`config.mk`:
```
export PLATFORM = sky130hd
export DESIGN_NAME = rf_wb_arbiter_flat
export DESIGN_NICKNAME = d
export VERILOG_FILES = /design/src/rtl/rf_wb_arbiter_pkg.sv /design/src/rtl/rf_wb_arbiter_if.sv /design/src/rtl/rf_wb_fifo.sv /design/src/rtl/rf_wb_arbiter.sv /design/src/flat_wrapper.sv
export SDC_FILE = /design/constraint.sdc
export NUM_CORES = 1
export LEC_CHECK = 0
export ABC_AREA = 0
export ABC_CLOCK_PERIOD_IN_PS = 5000
export BUFFER_PORTS_ARGS = -buffer_cell sky130_fd_sc_hd__buf_2
export CORE_MARGIN = 2
export CORE_UTILIZATION = 52
export DETAILED_ROUTE_END_ITERATION = 16
export PLACE_DENSITY = 0.83
export SLEW_MARGIN = 15
export SYNTH_ARGS = -nofsm -noshare
export SYNTH_HDL_FRONTEND = slang
export SYNTH_SLANG_ARGS = --single-unit
```
`constraint.sdc`:
```
create_clock -name clk -period 5 [get_ports clk]
set_input_delay 0.5 -clock clk [delete_from_list [all_inputs] [get_ports clk]]
set_output_delay 0.5 -clock clk [all_outputs]
set_load 0.005 [all_outputs]
```
`src/rtl/rf_wb_arbiter_pkg.sv`:
```
// rtl/rf_wb_arbiter_pkg.sv - shared widths and MDU result entry type for the RF write arbiter
package rf_wb_arbiter_pkg;

    localparam int REG_W  = 5;
    localparam int DATA_W = 32;

    typedef struct packed {
        logic [REG_W-1:0]  a3;
        logic [DATA_W-1:0] wd;
        logic [DATA_W-1:0] pc;
    } mdu_entry_t;

endpackage

```
`src/rtl/rf_wb_arbiter_if.sv`:
```
// rtl/rf_wb_arbiter_if.sv - W-stage, MDU, decode and RF write-port signal bundle
interface rf_wb_arbiter_if;
    import rf_wb_arbiter_pkg::*;

    logic              wb_we;
    logic [REG_W-1:0]  wb_a3;
    logic [DATA_W-1:0] wb_wd;
    logic [DATA_W-1:0] wb_pc;
    logic              mdu_issue;
    logic [REG_W-1:0]  mdu_issue_a3;
    logic              mdu_valid;
    logic [REG_W-1:0]  mdu_a3;
    logic [DATA_W-1:0] mdu_wd;
    logic [DATA_W-1:0] mdu_pc;
    logic              mdu_ready;
    logic [REG_W-1:0]  dec_a1;
    logic [REG_W-1:0]  dec_a2;
    logic [REG_W-1:0]  dec_a3;
    logic              dec_stall;
    logic              wb_stall;
    logic              RFWe;
    logic [REG_W-1:0]  A3;
    logic [DATA_W-1:0] RF_WD;
    logic [DATA_W-1:0] WPC;

    modport master (
        output wb_we, wb_a3, wb_wd, wb_pc,
        output mdu_issue, mdu_issue_a3, mdu_valid, mdu_a3, mdu_wd, mdu_pc,
        output dec_a1, dec_a2, dec_a3,
        input  mdu_ready, dec_stall, wb_stall, RFWe, A3, RF_WD, WPC
    );

    modport slave (
        input  wb_we, wb_a3, wb_wd, wb_pc,
        input  mdu_issue, mdu_issue_a3, mdu_valid, mdu_a3, mdu_wd, mdu_pc,
        input  dec_a1, dec_a2, dec_a3,
        output mdu_ready, dec_stall, wb_stall, RFWe, A3, RF_WD, WPC
    );

endinterface

```
`src/rtl/rf_wb_fifo.sv`:
```
// rtl/rf_wb_fifo.sv - MDU result FIFO with wrap-around pointers, occupancy count and head peek
module rf_wb_fifo
    import rf_wb_arbiter_pkg::*;
#(
    parameter int DEPTH = 2
) (
    input  logic       clk,
    input  logic       reset,
    input  logic       push,
    input  mdu_entry_t push_data,
    input  logic       pop,
    output mdu_entry_t head,
    output logic       full,
    output logic       empty
);

    localparam int AW = $clog2(DEPTH);
    localparam int CW = $clog2(DEPTH + 1);
    localparam logic [CW-1:0] FULL_CNT = CW'(DEPTH);

    mdu_entry_t     mem [DEPTH];
    logic [AW-1:0]  wr_ptr;
    logic [AW-1:0]  rd_ptr;
    logic [CW-1:0]  count;
    logic           do_push;
    logic           do_pop;

    assign full    = (count == FULL_CNT);
    assign empty   = (count == '0);
    assign head    = mem[rd_ptr];
    assign do_push = push && !full;
    assign do_pop  = pop && !empty;

    // Power-of-two depth lets the pointers wrap naturally.
    always_ff @(posedge clk) begin
        if (reset) begin
            wr_ptr <= '0;
            rd_ptr <= '0;
            count  <= '0;
        end else begin
            if (do_push) begin
                mem[wr_ptr] <= push_data;
                wr_ptr      <= wr_ptr + 1'b1;
            end
            if (do_pop) begin
                rd_ptr <= rd_ptr + 1'b1;
            end
            if (do_push && !do_pop) begin
                count <= count + 1'b1;
            end else if (!do_push && do_pop) begin
                count <= count - 1'b1;
            end
        end
    end

endmodule

```
`src/rtl/rf_wb_arbiter.sv`:
```
// rtl/rf_wb_arbiter.sv - RF write-port arbiter between W stage and buffered MDU results
module rf_wb_arbiter
    import rf_wb_arbiter_pkg::*;
#(
    parameter int DEPTH  = 2,
    parameter int STARVE = 4
) (
    input  logic           clk,
    input  logic           reset,
    rf_wb_arbiter_if.slave bus
);

    localparam int SW = $clog2(STARVE + 1);
    localparam logic [SW-1:0] STARVE_MAX = SW'(STARVE);

    mdu_entry_t     head;
    mdu_entry_t     push_data;
    logic           full;
    logic           empty;
    logic           push;
    logic           deq;
    logic           force_mdu;
    logic           wb_req;
    logic [SW-1:0]  starve;
    logic [31:0]    busy;
    logic [31:0]    busy_next;

    assign push_data     = '{a3: bus.mdu_a3, wd: bus.mdu_wd, pc: bus.mdu_pc};
    assign bus.mdu_ready = !reset && !full;
    assign push          = bus.mdu_valid && bus.mdu_ready;
    assign force_mdu     = full && (starve == STARVE_MAX);
    assign wb_req        = bus.wb_we && (bus.wb_a3 != '0);

    rf_wb_fifo #(.DEPTH(DEPTH)) u_fifo (
        .clk       (clk),
        .reset     (reset),
        .push      (push),
        .push_data (push_data),
        .pop       (deq),
        .head      (head),
        .full      (full),
        .empty     (empty)
    );

    // A head entry with a3==0 still takes its slot but never enables the write.
    always_comb begin
        deq          = 1'b0;
        bus.RFWe     = 1'b0;
        bus.A3       = '0;
        bus.RF_WD    = '0;
        bus.WPC      = '0;
        bus.wb_stall = 1'b0;
        if (!reset) begin
            if (force_mdu || (!wb_req && !empty)) begin
                deq          = 1'b1;
                bus.RFWe     = (head.a3 != '0);
                bus.A3       = head.a3;
                bus.RF_WD    = head.wd;
                bus.WPC      = head.pc;
                bus.wb_stall = force_mdu && wb_req;
            end else if (wb_req) begin
                bus.RFWe  = 1'b1;
                bus.A3    = bus.wb_a3;
                bus.RF_WD = bus.wb_wd;
                bus.WPC   = bus.wb_pc;
            end
        end
    end

    // A new issue to the same register outranks the clear from the draining write.
    always_comb begin
        busy_next = busy;
        if (deq && head.a3 != '0) begin
            busy_next[head.a3] = 1'b0;
        end
        if (bus.mdu_issue && bus.mdu_issue_a3 != '0) begin
            busy_next[bus.mdu_issue_a3] = 1'b1;
        end
        busy_next[0] = 1'b0;
    end

    always_ff @(posedge clk) begin
        if (reset) begin
            busy   <= '0;
            starve <= '0;
        end else begin
            busy <= busy_next;
            if (deq || !full) begin
                starve <= '0;
            end else if (starve != STARVE_MAX) begin
                starve <= starve + 1'b1;
            end
        end
    end

    assign bus.dec_stall = !reset && (busy[bus.dec_a1] | busy[bus.dec_a2] | busy[bus.dec_a3]);

endmodule

```
`src/flat_wrapper.sv`:
```
// flat-port wrapper written by rule: the top's interface ports become plain ports
module rf_wb_arbiter_flat import rf_wb_arbiter_pkg::*;
#(
    parameter int DEPTH  = 2,
    parameter int STARVE = 4
)
  (clk, reset, bus_wb_we, bus_wb_a3, bus_wb_wd, bus_wb_pc, bus_mdu_issue, bus_mdu_issue_a3, bus_mdu_valid, bus_mdu_a3, bus_mdu_wd, bus_mdu_pc, bus_dec_a1, bus_dec_a2, bus_dec_a3, bus_mdu_ready, bus_dec_stall, bus_wb_stall, bus_RFWe, bus_A3, bus_RF_WD, bus_WPC);
  rf_wb_arbiter_if bus_i ();
  input  logic clk;
  input  logic reset;
  input wire logic [$bits(bus_i.wb_we)-1:0] bus_wb_we;
  input wire logic [$bits(bus_i.wb_a3)-1:0] bus_wb_a3;
  input wire logic [$bits(bus_i.wb_wd)-1:0] bus_wb_wd;
  input wire logic [$bits(bus_i.wb_pc)-1:0] bus_wb_pc;
  input wire logic [$bits(bus_i.mdu_issue)-1:0] bus_mdu_issue;
  input wire logic [$bits(bus_i.mdu_issue_a3)-1:0] bus_mdu_issue_a3;
  input wire logic [$bits(bus_i.mdu_valid)-1:0] bus_mdu_valid;
  input wire logic [$bits(bus_i.mdu_a3)-1:0] bus_mdu_a3;
  input wire logic [$bits(bus_i.mdu_wd)-1:0] bus_mdu_wd;
  input wire logic [$bits(bus_i.mdu_pc)-1:0] bus_mdu_pc;
  input wire logic [$bits(bus_i.dec_a1)-1:0] bus_dec_a1;
  input wire logic [$bits(bus_i.dec_a2)-1:0] bus_dec_a2;
  input wire logic [$bits(bus_i.dec_a3)-1:0] bus_dec_a3;
  output wire logic [$bits(bus_i.mdu_ready)-1:0] bus_mdu_ready;
  output wire logic [$bits(bus_i.dec_stall)-1:0] bus_dec_stall;
  output wire logic [$bits(bus_i.wb_stall)-1:0] bus_wb_stall;
  output wire logic [$bits(bus_i.RFWe)-1:0] bus_RFWe;
  output wire logic [$bits(bus_i.A3)-1:0] bus_A3;
  output wire logic [$bits(bus_i.RF_WD)-1:0] bus_RF_WD;
  output wire logic [$bits(bus_i.WPC)-1:0] bus_WPC;
  assign bus_i.wb_we = bus_wb_we;
  assign bus_i.wb_a3 = bus_wb_a3;
  assign bus_i.wb_wd = bus_wb_wd;
  assign bus_i.wb_pc = bus_wb_pc;
  assign bus_i.mdu_issue = bus_mdu_issue;
  assign bus_i.mdu_issue_a3 = bus_mdu_issue_a3;
  assign bus_i.mdu_valid = bus_mdu_valid;
  assign bus_i.mdu_a3 = bus_mdu_a3;
  assign bus_i.mdu_wd = bus_mdu_wd;
  assign bus_i.mdu_pc = bus_mdu_pc;
  assign bus_i.dec_a1 = bus_dec_a1;
  assign bus_i.dec_a2 = bus_dec_a2;
  assign bus_i.dec_a3 = bus_dec_a3;
  assign bus_mdu_ready = bus_i.mdu_ready;
  assign bus_dec_stall = bus_i.dec_stall;
  assign bus_wb_stall = bus_i.wb_stall;
  assign bus_RFWe = bus_i.RFWe;
  assign bus_A3 = bus_i.A3;
  assign bus_RF_WD = bus_i.RF_WD;
  assign bus_WPC = bus_i.WPC;
  rf_wb_arbiter #(.DEPTH(DEPTH), .STARVE(STARVE)) u_core (.clk(clk), .reset(reset), .bus(bus_i));
endmodule
```
# --- Word-level counts from Yosys, hierarchy flattened ---
# Memory sizes are Yosys's and may differ from the RTL's. A register that Yosys moved wholly into a read port is not among the register bits.
# Cells that the tools add are included.
classes:
  n_addsub: 5
  order_cmp: 7
  eq_ne: 3
  muxes: 35
  n_bitwise: 5
  n_reduce_logical: 29
ops:
  columns: ["operator", "n"]
  rows:
  - ["32-bit two-way mux", 8]
  - ["32-bit AND", 1]
  - ["32-bit NOT", 1]
  - ["32-bit bitwise OR", 1]
  - ["5-bit by 6-bit < comparator with 1-bit output (second input constant)", 5]
  - ["1-bit two-way mux", 17]
  - ["1-bit binary-select mux with 5-bit select", 3]
  - ["1-bit logical AND", 15]
  - ["5-bit two-way mux", 3]
  - ["5-bit nonzero test", 3]
  - ["1-bit demux with 5-bit select", 2]
  - ["5-bit by 1-bit greater-or-equal comparator with 1-bit output (second input constant)", 2]
  - ["1-bit zero test", 6]
  - ["2-bit two-way mux", 2]
  - ["3-bit by 1-bit adder with 3-bit output (second input constant)", 1]
  - ["3-bit equality test (second input constant)", 1]
  - ["3-bit inequality test (second input constant)", 1]
  - ["1-bit adder (second input constant)", 2]
  - ["2-bit by 1-bit adder with 2-bit output (second input constant)", 1]
  - ["2-bit equality test (second input constant)", 1]
  - ["2-bit zero test", 1]
  - ["1-bit logical OR", 2]
  - ["1-bit bitwise OR", 2]
  - ["2-bit nonzero test", 1]
  - ["other kinds (2)", 2]
word_totals:
  register_bits: 39
  ram_bits: 138
  mem_count: 1
memory_table:
  columns: ["name", "depth", "width", "rd", "rd_ports_with_merged_regs", "wr", "line_no", "source"]
  rows:
  - ["u_core.u_fifo.mem", 2, 69, 1, 1, 1, "rf_wb_fifo.sv:21", "mdu_entry_t mem [DEPTH];"]

# --- Longest topological paths before layout ---
depth:
  ltp_word: 11
  depth_mapped: 10
  depth_no_buf: 9

# --- By module ---
# From an unflattened synthesis, not the netlist that was laid out.
unflattened:
  hier_cells: 613
  hier_area_um2: 8434.3
by_module_without_submodules:
  columns: ["mod", "instances", "cells_each", "area_each_um2", "seq_area_each_um2"]
  rows:
  - ["rf_wb_fifo", 1, 241, 5243.8, 4244.1]
  - ["rf_wb_arbiter", 1, 372, 3190.6, 680.7]

# --- Least setup slack after synthesis ---
# No wires, ideal clock.
synth_timing:
  kind: "reg2reg"
  start: "reg u_core.u_fifo.count[0]"
  end: "mem u_core.u_fifo.mem[0][0] (netlist bit) (enable)"
  setup_time_ns: 0.496
  arrival_time_ns: 3.811
  path_slack_ns: 0.693
  stages_incl_launch_ff: 5
  n_path_buf: 0
  synth_period_minus_slack_ns: 4.307
  path_cell_list: "dfxtp_1 nand2b_1 nor2b_1 nand2_1 nor2_1"
synth_via:
  elab_chain_len: 8
synth_lines:
  columns: ["element", "line_no", "source"]
  rows:
  - ["from (decl)", "rf_wb_fifo.sv:24", "logic [CW-1:0] count;"]
  - ["from (signal assigned)", "rf_wb_fifo.sv:49", "count <= count + 1'b1;"]
  - ["from (signal assigned)", "rf_wb_fifo.sv:51", "count <= count - 1'b1;"]
  - ["2-bit equality test", "rf_wb_fifo.sv:28", "assign full = (count == FULL_CNT);"]
  - ["1-bit zero test", "rf_wb_arbiter.sv:29", "assign bus.mdu_ready = !reset && !full;"]
  - ["1-bit logical AND", "rf_wb_arbiter.sv:29", null]
  - ["named net bus_mdu_ready", "flat_wrapper.sv:24", "output wire logic [$bits(bus_i.mdu_ready)-1:0] bus_mdu_ready;"]
  - ["1-bit logical AND", "rf_wb_arbiter.sv:30", "assign push = bus.mdu_valid && bus.mdu_ready;"]
  - ["1-bit logical AND", "rf_wb_fifo.sv:31", "assign do_push = push && !full;"]
  - ["1-bit two-way mux", "rf_wb_fifo.sv:41", "if (do_push) begin"]
  - ["1-bit two-way mux", "rf_wb_fifo.sv:36", "if (reset) begin"]
  - ["1-bit two-way mux (not written as such)", "rf_wb_fifo.sv:42", "mem[wr_ptr] <= push_data;"]
  - ["to (decl)", "rf_wb_fifo.sv:21", null]
# The timed path passes the listed nets, and every way through them passes these cells.

# --- Worst setup path in the final report ---
layout_timing:
  start: "reg u_core.starve[0]"
  end: "out bus_RF_WD[20]"
layout_via:
  elab_chain_len: 5
layout_lines:
  columns: ["element", "line_no", "source"]
  rows:
  - ["from (decl)", "rf_wb_arbiter.sv:24", "logic [SW-1:0] starve;"]
  - ["from (signal assigned)", "rf_wb_arbiter.sv:91", "starve <= starve + 1'b1;"]
  - ["3-bit equality test", "rf_wb_arbiter.sv:31", "assign force_mdu = full && (starve == STARVE_MAX);"]
  - ["1-bit logical AND", "rf_wb_arbiter.sv:31", null]
  - ["1-bit logical OR", "rf_wb_arbiter.sv:54", "if (force_mdu || (!wb_req && !empty)) begin"]
  - ["32-bit two-way mux", "rf_wb_arbiter.sv:54", null]
  - ["32-bit two-way mux", "rf_wb_arbiter.sv:53", "if (!reset) begin"]
  - ["to (decl)", "flat_wrapper.sv:29", "output wire logic [$bits(bus_i.RF_WD)-1:0] bus_RF_WD;"]
# Every way passes these cells.

==> flow_metrics.env <==
export IMPL_status="completed"
export IMPL_dr_wl_met2_um=10840
export IMPL_cts_made_buffers=17
export IMPL_portBuffers=235
export IMPL_htreeDepth=4
export IMPL_wl_per_cell_um=18.76
export IMPL_critPathMaxStageDelay_ps=770
export IMPL_grt_setup_unrepaired="no"
export IMPL_slew_headroom=0.3336
export IMPL_layout_nets=1075
export IMPL_grt_pass1_vias=6109
export IMPL_grt_overflow=0
export IMPL_finalPower_mw=3.564
export IMPL_clock_skew_ps=8.057
export IMPL_tns_ps=0
export IMPL_cts_tree="done"
export IMPL_period_minus_slack_ps=3483
export IMPL_synth_edff_count=138
export IMPL_layout_drive_gt1_share=0.3297
export IMPL_cts_resized=0
export IMPL_fmax_mhz=287.1
export IMPL_finalWirelength_um=21380
export IMPL_synth_fa_ha_area_frac=0.004521
export IMPL_syn_avg_cell_area_um2=11.95
export IMPL_gp_congestion=0.8973
export IMPL_synth_top_area_frac=0.4991
export IMPL_critical_path_required_ps=4500
export IMPL_min_period_over_period=0.6966
export IMPL_clock_latency_ps=430
export IMPL_ys_flop_type="edfxtp_1"
export IMPL_combPwrFrac=0.146
export IMPL_ys_types=47
export IMPL_grt_pass1_wl_um=31600
export IMPL_p_leak_nw=3.830
export IMPL_ys_seq_area_frac=0.5931
export IMPL_layout_commonest_cell="buf_2"
export IMPL_seqPwrFrac=0.485
export IMPL_die_area_um2=16990
export IMPL_clkTransAtPathRegs_ps=70
export IMPL_clockBufferDepth=2
export IMPL_wl_met3_um=1814
export IMPL_final_util=0.6469
export IMPL_path_max_fanout=48
export IMPL_coreArea_um2=15770
export IMPL_placed_cells=1106
export IMPL_setup_viol=0
export IMPL_synthArstFlopShare=0
export IMPL_die_y_um=130.4
export IMPL_drv_slew=0
export IMPL_grt_max_degree=72
export IMPL_die_w_um=130.4
export IMPL_num_rows=46
export IMPL_drv_cap=0
export IMPL_ir_worst_vdd_mv=0.2843
export IMPL_cp_end_kind="output pin"
export IMPL_grtUsageTotal=0.2479
export IMPL_multi_input_area_um2=3141
export IMPL_synth_nets=861
export IMPL_p_int_mw=2.598
export IMPL_ys_warn_count=0
export IMPL_final_seq_area_um2=4928
export IMPL_p_switching_mw=0.9665
export IMPL_hp_class="input port to register"
export IMPL_vias=6501
export IMPL_synthTopCellsByArea="edfxtp_1 (50%), dfxtp_1 (9.4%), mux2i_1 (9.2%)"
export IMPL_synth_area_um2=8303
export IMPL_ant_nets=0
export IMPL_top_layer_used="met5"
export IMPL_cp_cell_sequence="inv_1 > ha_1 > nand2_1 > nor2_1 > o21ai_4 > buf_4 > o21ai_0 > buf_2"
export IMPL_ys_seq_elements=177
export IMPL_postCtsHoldBufs=0
export IMPL_crit_arrival_ps=2980
export IMPL_synth_xor_area_frac=0.003165
export IMPL_swShare=0.2712
export IMPL_fillerInstances=1174
export IMPL_crit_type="register to output pin"
export IMPL_final_cells=1140
export IMPL_cp_start_kind="register"
export IMPL_cts_sinks=177
export IMPL_io_pins=236
export IMPL_first_pass_iters=5
export IMPL_synth_largest_area_cell="edfxtp_1"
export IMPL_hold_viol=0
export IMPL_antenna_found_initial=4
export IMPL_clkPwrFrac=0.370
export IMPL_clock_root_buffer="clkbuf_16"
export IMPL_cp_slowest_cell="o21ai_4"
export IMPL_final_cell_mix="buf_2 (235), edfxtp_1 (138), nand2_1 (90)"
export IMPL_area_growth_pct=22.86
export IMPL_worst_pin_slew_ps=995.9
export IMPL_yosys_area_share_simple=0.1070
export IMPL_synth_compound_area_share=0.1201
export IMPL_start_util=0.5265
export IMPL_drt_initial_drc_count=614
export IMPL_powerDensity_nw_per_um2=349.4
export IMPL_via_per_inst=5.703
export IMPL_met1_length_um=8168
export IMPL_synth_top_family_by_area="multiplexers"
export IMPL_drc_errors=0
export IMPL_dp_hpwl_um=14810
export IMPL_synthMuxAreaShare=0.1418
export IMPL_netlist_instances=695
export IMPL_postCtsSetupBuffers=0
## power by group through the flow
stage / logic [mW] / registers (mW) / clock network (mW)
global route: 0.566 / 1.74 / 1.39
floorplan: 0.336 / 1.72 / 0
detailed placement: 0.512 / 1.76 / 0
finish: 0.519 / 1.73 / 1.32
CTS: 0.516 / 1.73 / 1.33
global placement: 0.505 / 1.75 / 0
## logic make-up after synthesis
group / count (synthesis)
AND/OR/NAND/NOR: 189
flip-flops: 177
AO/OA/AOI/OAI: 166
multiplexers: 98
buffers and inverters: 59
XOR/XNOR: 3
adder cells (fa/ha/maj): 3
## path summary, 6_finish.rpt
| kind | startpoint | to | slack [ps] | cells past startpoint |
|---|---|---|---|---|
| worst min register to register | u_core.u_fifo.rd_ptr | register | 470 | 1 |
| worst max register to register | u_core.starve[0] | u_core.busy[17] | 2200 | 8 |
| worst min-delay path | bus_mdu_wd[21] | u_core.u_fifo.mem[1][53] | 260 | 1 |
| worst max-delay path | u_core.starve[0] | bus_RF_WD[20] | 1520 | 8 |
## registers in the layout (all words and copies together) (netlist names), named ones only
name	flops
u_core.busy	31
u_core.starve	3
u_core.u_fifo.rd_ptr	1
u_core.u_fifo.count	2
u_core.u_fifo.wr_ptr	1
u_core.u_fifo.mem	138
## cell type report
class | instances | share of cell area
Multi-Input combinational cell | 459 | 0.3079
Antenna cell | 2 | 0.0004906
Clock inverter | 15 | 0.01619
Clock buffer | 17 | 0.04170
Timing Repair Buffer | 240 | 0.1190
Inverter | 14 | 0.005151
Sequential cell | 177 | 0.4831
Tap cell | 216 | 0.02649
## worst max-delay path, delay by kind of cell, from the launching register on
kind                     cells  cell delay (ps)
AO/OA/AOI/OAI                2              960
adder cells (fa/ha/maj)      1              200
buffers and inverters        3              750
flip-flops                   1              330
AND/OR/NAND/NOR              2              250
## cell usage after synthesis (all sizes together) (10+ instances only)
library cell and count:
a21oi 35, buf 17, clkbuf 28, dfxtp 39
edfxtp 138, inv 14, mux2i 76, mux4 15
nand2 90, nand3 10, nor2 28, nor2b 14
o21ai 86, o31ai 12
## routing by layer
| layer | global-route usage | vias to the layer above |
|---|---|---|
| met3 | 0.06068 | 40 |
| met1 | 0.3110 | 3054 |
| li1 | - | 3057 |
| met4 | 0.09136 | 2 |
| met2 | 0.4207 | 348 |
| met5 | 0 | - |
## metrics by stage
step,worst slack (ps),instance area [µm²],hold WS (ps)
after floorplan,692.7,8303,444.0
after global placement,2002,9605,457.0
after detailed placement,1890,9605,460.2
final,1517,10200,255.9
after global routing,1266,10200,241.6
after CTS,1548,10200,244.9
Note: power is estimated with default switching activity, not from simulation.
